## src/rtl/fir_pkg.sv

```systemverilog
// Shared defaults, derived widths and FSM state encoding for the
// time-multiplexed FIR MAC scheduler.
package fir_pkg;

  localparam int DEF_N_TAPS  = 6;
  localparam int DEF_BW_IN   = 6;
  localparam int DEF_BW_COEF = 6;
  localparam int DEF_BW_OUT  = 8;
  localparam int DEF_SHIFT   = 5;

  // Accumulator must hold N_TAPS full-precision products without overflow.
  function automatic int acc_width(input int bw_in, input int bw_coef, input int n_taps);
    return bw_in + bw_coef + $clog2(n_taps);
  endfunction

  localparam int DEF_BW_ACC = acc_width(DEF_BW_IN, DEF_BW_COEF, DEF_N_TAPS);

  typedef enum logic [1:0] {
    S_IDLE = 2'd0,
    S_MAC  = 2'd1,
    S_OUT  = 2'd2
  } state_t;

endpackage

```

## src/rtl/fir_sat.sv

```systemverilog
// Arithmetic right shift of the accumulator followed by saturation to the
// signed output range. Purely combinational.
module fir_sat
  import fir_pkg::*;
#(
  parameter int BW_acc = DEF_BW_ACC,
  parameter int BW_out = DEF_BW_OUT,
  parameter int SHIFT  = DEF_SHIFT
) (
  input  logic signed [BW_acc-1:0] acc_in,
  output logic signed [BW_out-1:0] y_out
);

  localparam logic signed [BW_acc-1:0] Y_MAX =
    {{(BW_acc-BW_out+1){1'b0}}, {(BW_out-1){1'b1}}};
  localparam logic signed [BW_acc-1:0] Y_MIN =
    {{(BW_acc-BW_out+1){1'b1}}, {(BW_out-1){1'b0}}};

  logic signed [BW_acc-1:0] shifted;

  always_comb begin
    shifted = acc_in >>> SHIFT;
    if (shifted > Y_MAX) begin
      y_out = Y_MAX[BW_out-1:0];
    end else if (shifted < Y_MIN) begin
      y_out = Y_MIN[BW_out-1:0];
    end else begin
      y_out = shifted[BW_out-1:0];
    end
  end

endmodule

```

## src/rtl/fir_mac_scheduler.sv

```systemverilog
// FIR filter sharing one multiplier and one accumulator across all taps:
// accept a sample in IDLE, one tap per cycle in MAC, hold the result in OUT.
module fir_mac_scheduler
  import fir_pkg::*;
#(
  parameter int N_TAPS  = DEF_N_TAPS,
  parameter int BW_in   = DEF_BW_IN,
  parameter int BW_coef = DEF_BW_COEF,
  parameter int BW_out  = DEF_BW_OUT,
  parameter int SHIFT   = DEF_SHIFT
) (
  input  logic                      clk,
  input  logic                      rst,
  input  logic signed [BW_in-1:0]   x_in,
  input  logic                      in_valid,
  output logic                      in_ready,
  output logic signed [BW_out-1:0]  y_out,
  output logic                      out_valid,
  input  logic                      out_ready,
  input  logic                      cfg_we,
  input  logic [$clog2(N_TAPS)-1:0] cfg_addr,
  input  logic signed [BW_coef-1:0] cfg_data,
  output logic                      busy
);

  localparam int AW      = $clog2(N_TAPS);
  localparam int BW_ACC  = acc_width(BW_in, BW_coef, N_TAPS);
  localparam int BW_PROD = BW_in + BW_coef;
  localparam logic [AW-1:0] K_LAST = AW'(N_TAPS - 1);

  state_t                    state_q, state_d;
  logic [AW-1:0]             k_q, k_d;
  logic signed [BW_ACC-1:0]  acc_q, acc_d, acc_sum;
  logic signed [BW_in-1:0]   d_q    [N_TAPS];
  logic signed [BW_in-1:0]   d_d    [N_TAPS];
  logic signed [BW_coef-1:0] coef_q [N_TAPS];
  logic signed [BW_coef-1:0] coef_d [N_TAPS];
  logic signed [BW_out-1:0]  y_q, y_d, y_sat;
  logic                      out_valid_q, out_valid_d;
  logic signed [BW_PROD-1:0] prod;

  assign prod    = BW_PROD'(coef_q[k_q]) * BW_PROD'(d_q[k_q]);
  assign acc_sum = acc_q + BW_ACC'(prod);

  // Saturate the sum including the last tap, so y_out is registered on the
  // same edge that enters OUT and no extra pipeline state is needed.
  fir_sat #(
    .BW_acc(BW_ACC),
    .BW_out(BW_out),
    .SHIFT (SHIFT)
  ) u_sat (
    .acc_in(acc_sum),
    .y_out (y_sat)
  );

  always_comb begin
    state_d     = state_q;
    k_d         = k_q;
    acc_d       = acc_q;
    d_d         = d_q;
    coef_d      = coef_q;
    y_d         = y_q;
    out_valid_d = out_valid_q;

    case (state_q)
      S_IDLE: begin
        if (cfg_we && (int'(cfg_addr) < N_TAPS)) begin
          coef_d[cfg_addr] = cfg_data;
        end
        if (in_valid) begin
          for (int unsigned i = 1; i < N_TAPS; i++) begin
            d_d[i] = d_q[i-1];
          end
          d_d[0]  = x_in;
          acc_d   = '0;
          k_d     = '0;
          state_d = S_MAC;
        end
      end
      S_MAC: begin
        acc_d = acc_sum;
        k_d   = k_q + AW'(1);
        if (k_q == K_LAST) begin
          k_d         = '0;
          y_d         = y_sat;
          out_valid_d = 1'b1;
          state_d     = S_OUT;
        end
      end
      S_OUT: begin
        if (out_ready) begin
          out_valid_d = 1'b0;
          state_d     = S_IDLE;
        end
      end
      default: begin
        out_valid_d = 1'b0;
        state_d     = S_IDLE;
      end
    endcase
  end

  always_ff @(posedge clk or negedge rst) begin
    if (!rst) begin
      state_q     <= S_IDLE;
      k_q         <= '0;
      acc_q       <= '0;
      y_q         <= '0;
      out_valid_q <= 1'b0;
      for (int unsigned i = 0; i < N_TAPS; i++) begin
        d_q[i]    <= '0;
        coef_q[i] <= '0;
      end
    end else begin
      state_q     <= state_d;
      k_q         <= k_d;
      acc_q       <= acc_d;
      y_q         <= y_d;
      out_valid_q <= out_valid_d;
      d_q         <= d_d;
      coef_q      <= coef_d;
    end
  end

  assign in_ready  = (state_q == S_IDLE);
  assign busy      = (state_q != S_IDLE);
  assign y_out     = y_q;
  assign out_valid = out_valid_q;

endmodule

```

## config.mk

```make
export PLATFORM = sky130hd
export DESIGN_NAME = fir_mac_scheduler
export DESIGN_NICKNAME = d
export VERILOG_FILES = /design/src/rtl/fir_pkg.sv /design/src/rtl/fir_sat.sv /design/src/rtl/fir_mac_scheduler.sv
export SDC_FILE = /design/constraint.sdc
export NUM_CORES = 1
export LEC_CHECK = 0
export CAP_MARGIN = 10
export CORE_MARGIN = 2
export CORE_UTILIZATION = 28
export CTS_CLUSTER_DIAMETER = 40
export DETAILED_ROUTE_END_ITERATION = 8
export PLACE_DENSITY = 0.52
export SYNTH_ARGS = -nofsm -noshare
export SYNTH_HDL_FRONTEND = slang
export SYNTH_SLANG_ARGS = --single-unit
export TNS_END_PERCENT = 10
```

## constraint.sdc

```tcl
create_clock -name clk -period 7.7 [get_ports clk]
set_clock_uncertainty 0.05 [all_clocks]
set_input_delay 1.54 -clock clk [delete_from_list [all_inputs] [get_ports clk]]
set_output_delay 1.54 -clock clk [all_outputs]
set_load 0.03 [all_outputs]
```

==> out/metrics.yaml <==
yosys:
  synth-seq-cells: 101
  yosysUniqueCellTypes: 53
  syn_area_um2: 6780
  yosysSeqAreaShare_pct: 37.3
  synth_nets: 798
  synthArstFlopShare_pct: 100
  yosys_most_used_dff: "dfrtp_1"
  syn-instance-count: 702
  synth_edf_count: 0
  syn_area_per_cell_um2: 9.65
  yosys_warnings: 0
  synth_top_area_cell: "dfrtp_1"
  synth_top_area_share_pct: 37.3
  synth_area_leaders: "dfrtp_1 (37%), fa_1 (12%), nand2_1 (8.0%), ha_1 (6.5%), mux2_2 (6.0%)"
worst_setup_path:
  arrival_ps: 6840
  r2r_cells: 20
  rrSetupSlack_ps: 1040
  setup.worst_path.class: "flop to flop"
  crit_fanout: 11
  regToRegStartpoint: "k_q[0]"
  crit_path_start_kind: "flop"
  timing.rr.end: "y_out[1]"
  startpoint: "k_q[0]"
  critPathRequiredTime_ps: 7870
  end_kind: "flop"
drt:
  via_count: 4699
  drc: 0
  viasPerCell: 4.48
  drt_iter0_markers: 239
  wire_per_inst_um: 14.0
  antenna_left: 0
  dr.pass1.iters: 5
  wl_um: 14700
outcome:
  status: "complete, no violations"
clock_tree:
  clk_latency_ps: 360
  clockRootBuffer: "clkbuf_16"
  numCtsBuffers: 9
  cts_hold_buffers: 0
  clk_pin_slew_worst_paths_ps: 70
  cts_tree: "built"
  clock_path_buffers: 2
  post-cts-setup-buffers: 0
  clkSinkCount: 101
  ctsResizeCount: 0
  cts-htree-levels: 3
final_layout:
  final_cell_mix: "nand2_1 (143), dfrtp_1 (101), inv_1 (89), nor2_1 (56), fa_1 (41)"
  final_common_cell: "nand2_1"
  layout.cells.non_filler: 1048
  area_delta_synth_final_pct: 14.0
  num_antenna_cells: 0
  drive_above_1_share_pct: 11.8
  nNetsFinal: 820
die:
  start_util_pct: 28.7
  core.rowCount: 56
  dieHeight_um: 160
  core_um2: 23600
  die_width_um: 160
  pin_count: 31
  fp.dieArea_um2: 25500
timing:
  slew_headroom_pct: 36.8
  worstMarginPinSlew_ps: 947
  drv_slew: 0
  period_share_pct: 86.5
  fin_crit_ps: 6660
  rsz0062_at_grt: "no"
  setup_viol: 0
  holdWs_ps: 430
  fin_setup_tns_ps: 0
  finalHoldViolCount: 0
  fmax_mhz: 150
  post-route-worst-setup-slack_ps: 1040
placed_design:
  dp.cells: 1032
  place.gp.congestion: 0.804
  dpl_worst_slack_ps: 973
  io_buffer_count: 30
  place_hpwl_um: 10800
grt:
  gr-usage-all-layers_pct: 12.3
  grt_max_degree: 75
  grt_pass1_vias: 4750
  grt_overflow: 0
  antenna_found_initial: 0
  grt_pass1_wl_um: 25200
hold_path:
  hold_depth: 2
  hold_end: "y_out[7]"
  min_from: "y_out[7]"
  hp-class: "flop to flop"
job:
  drv_cap: 0
[per-layer routing]
metal / vias to the layer above / share of wire [%] / wire length [µm] / global-route usage [%]
met1: 2284 / 52 / 7570 / 18.0
met2: 83 / 44 / 6410 / 18.6
met3: 14 / 3.3 / 488 / 2.16
met4: 0 / 1.5 / 217 / 3.55
met5: - / 0 / 0 / 0
li1: 2318 / - / - / -
[state kept, by name, summed over array words and instances, names as in the netlist]
register,count
coef_q,36
d_q,36
state_q,2
k_q,3
acc_q,15
out_valid,1
y_out,8
[cell families (layout without fill, tap and decap cells)]
| logic type | count (synthesis) | count (layout) | synth area share, % |
|---|---|---|---|
| AO/OA/AOI/OAI | 79 | 79 | 6.98 |
| XOR/XNOR | 16 | 16 | 2.07 |
| adder cells (fa/ha/maj) | 76 | 76 | 18.6 |
| buffers and inverters | 119 | 146 | 7.26 |
| flip-flops | 101 | 101 | 37.3 |
| multiplexers | 62 | 62 | 12.0 |
| AND/OR/NAND/NOR | 249 | 249 | 15.8 |
[worst max-delay path by stage]
stage          endpoint  slack, ps  cells past startpoint
2_1_floorplan  y_out[0]       1660                     24
3_3_place_gp   y_out[1]       1040                     19
3_5_place_dp   y_out[1]        970                     20
4_1_cts        y_out[1]        980                     19
5_1_grt        y_out[2]        440                     20
6_report       y_out[1]       1040                     20
[area by class of cell]
cell class	count	area [µm²]
Inverter	90	338
Clock buffer	9	225
Sequential cell	101	2530
Fill cell	2442	15900
Timing Repair Buffer	40	373
Multi-Input combinational cell	482	3760
Tap cell	319	399
Clock inverter	7	100
[stage by stage]
stage / utilization (%) / instance area (µm²)
floorplan: - / 6780
global placement: 31.3 / 7400
detailed placement: 31.3 / 7400
CTS: 32.7 / 7720
global route: 32.7 / 7720
finish: 32.7 / 7720
[critical path: stages (launching register included)]
cell	delay, ps
dfrtp_1	710
mux4_2	570
a21oi_1	420
or2_2	260
inv_1	60
fa_1	530
inv_1	150
fa_1	550
inv_1	50
fa_1	520
inv_1	50
fa_1	540
inv_1	40
ha_1	370
a21oi_2	190
o21ai_0	200
a2111o_1	420
o211ai_1	350
a31oi_1	70
nor3_1	320
a211oi_1	90
[Yosys cell counts (6+ instances only)]
| library cell | instances |
|---|---|
| xor2_1 | 6 |
| dfrtp_1 | 101 |
| mux2i_1 | 14 |
| o21ai_0 | 26 |
| nand2_1 | 144 |
| nand2b_1 | 10 |
| inv_1 | 89 |
| fa_1 | 41 |
| nor2_1 | 56 |
| a21o_1 | 7 |
| clkbuf_1 | 17 |
| nand3_1 | 15 |
| mux4_2 | 12 |
| mux2_2 | 36 |
| a21oi_1 | 24 |
| ha_1 | 35 |
| xnor2_1 | 10 |
Power is left out: the tool's default activity adds up to more than one toggle a clock period on the data nets, which glitch-free logic cannot reach.
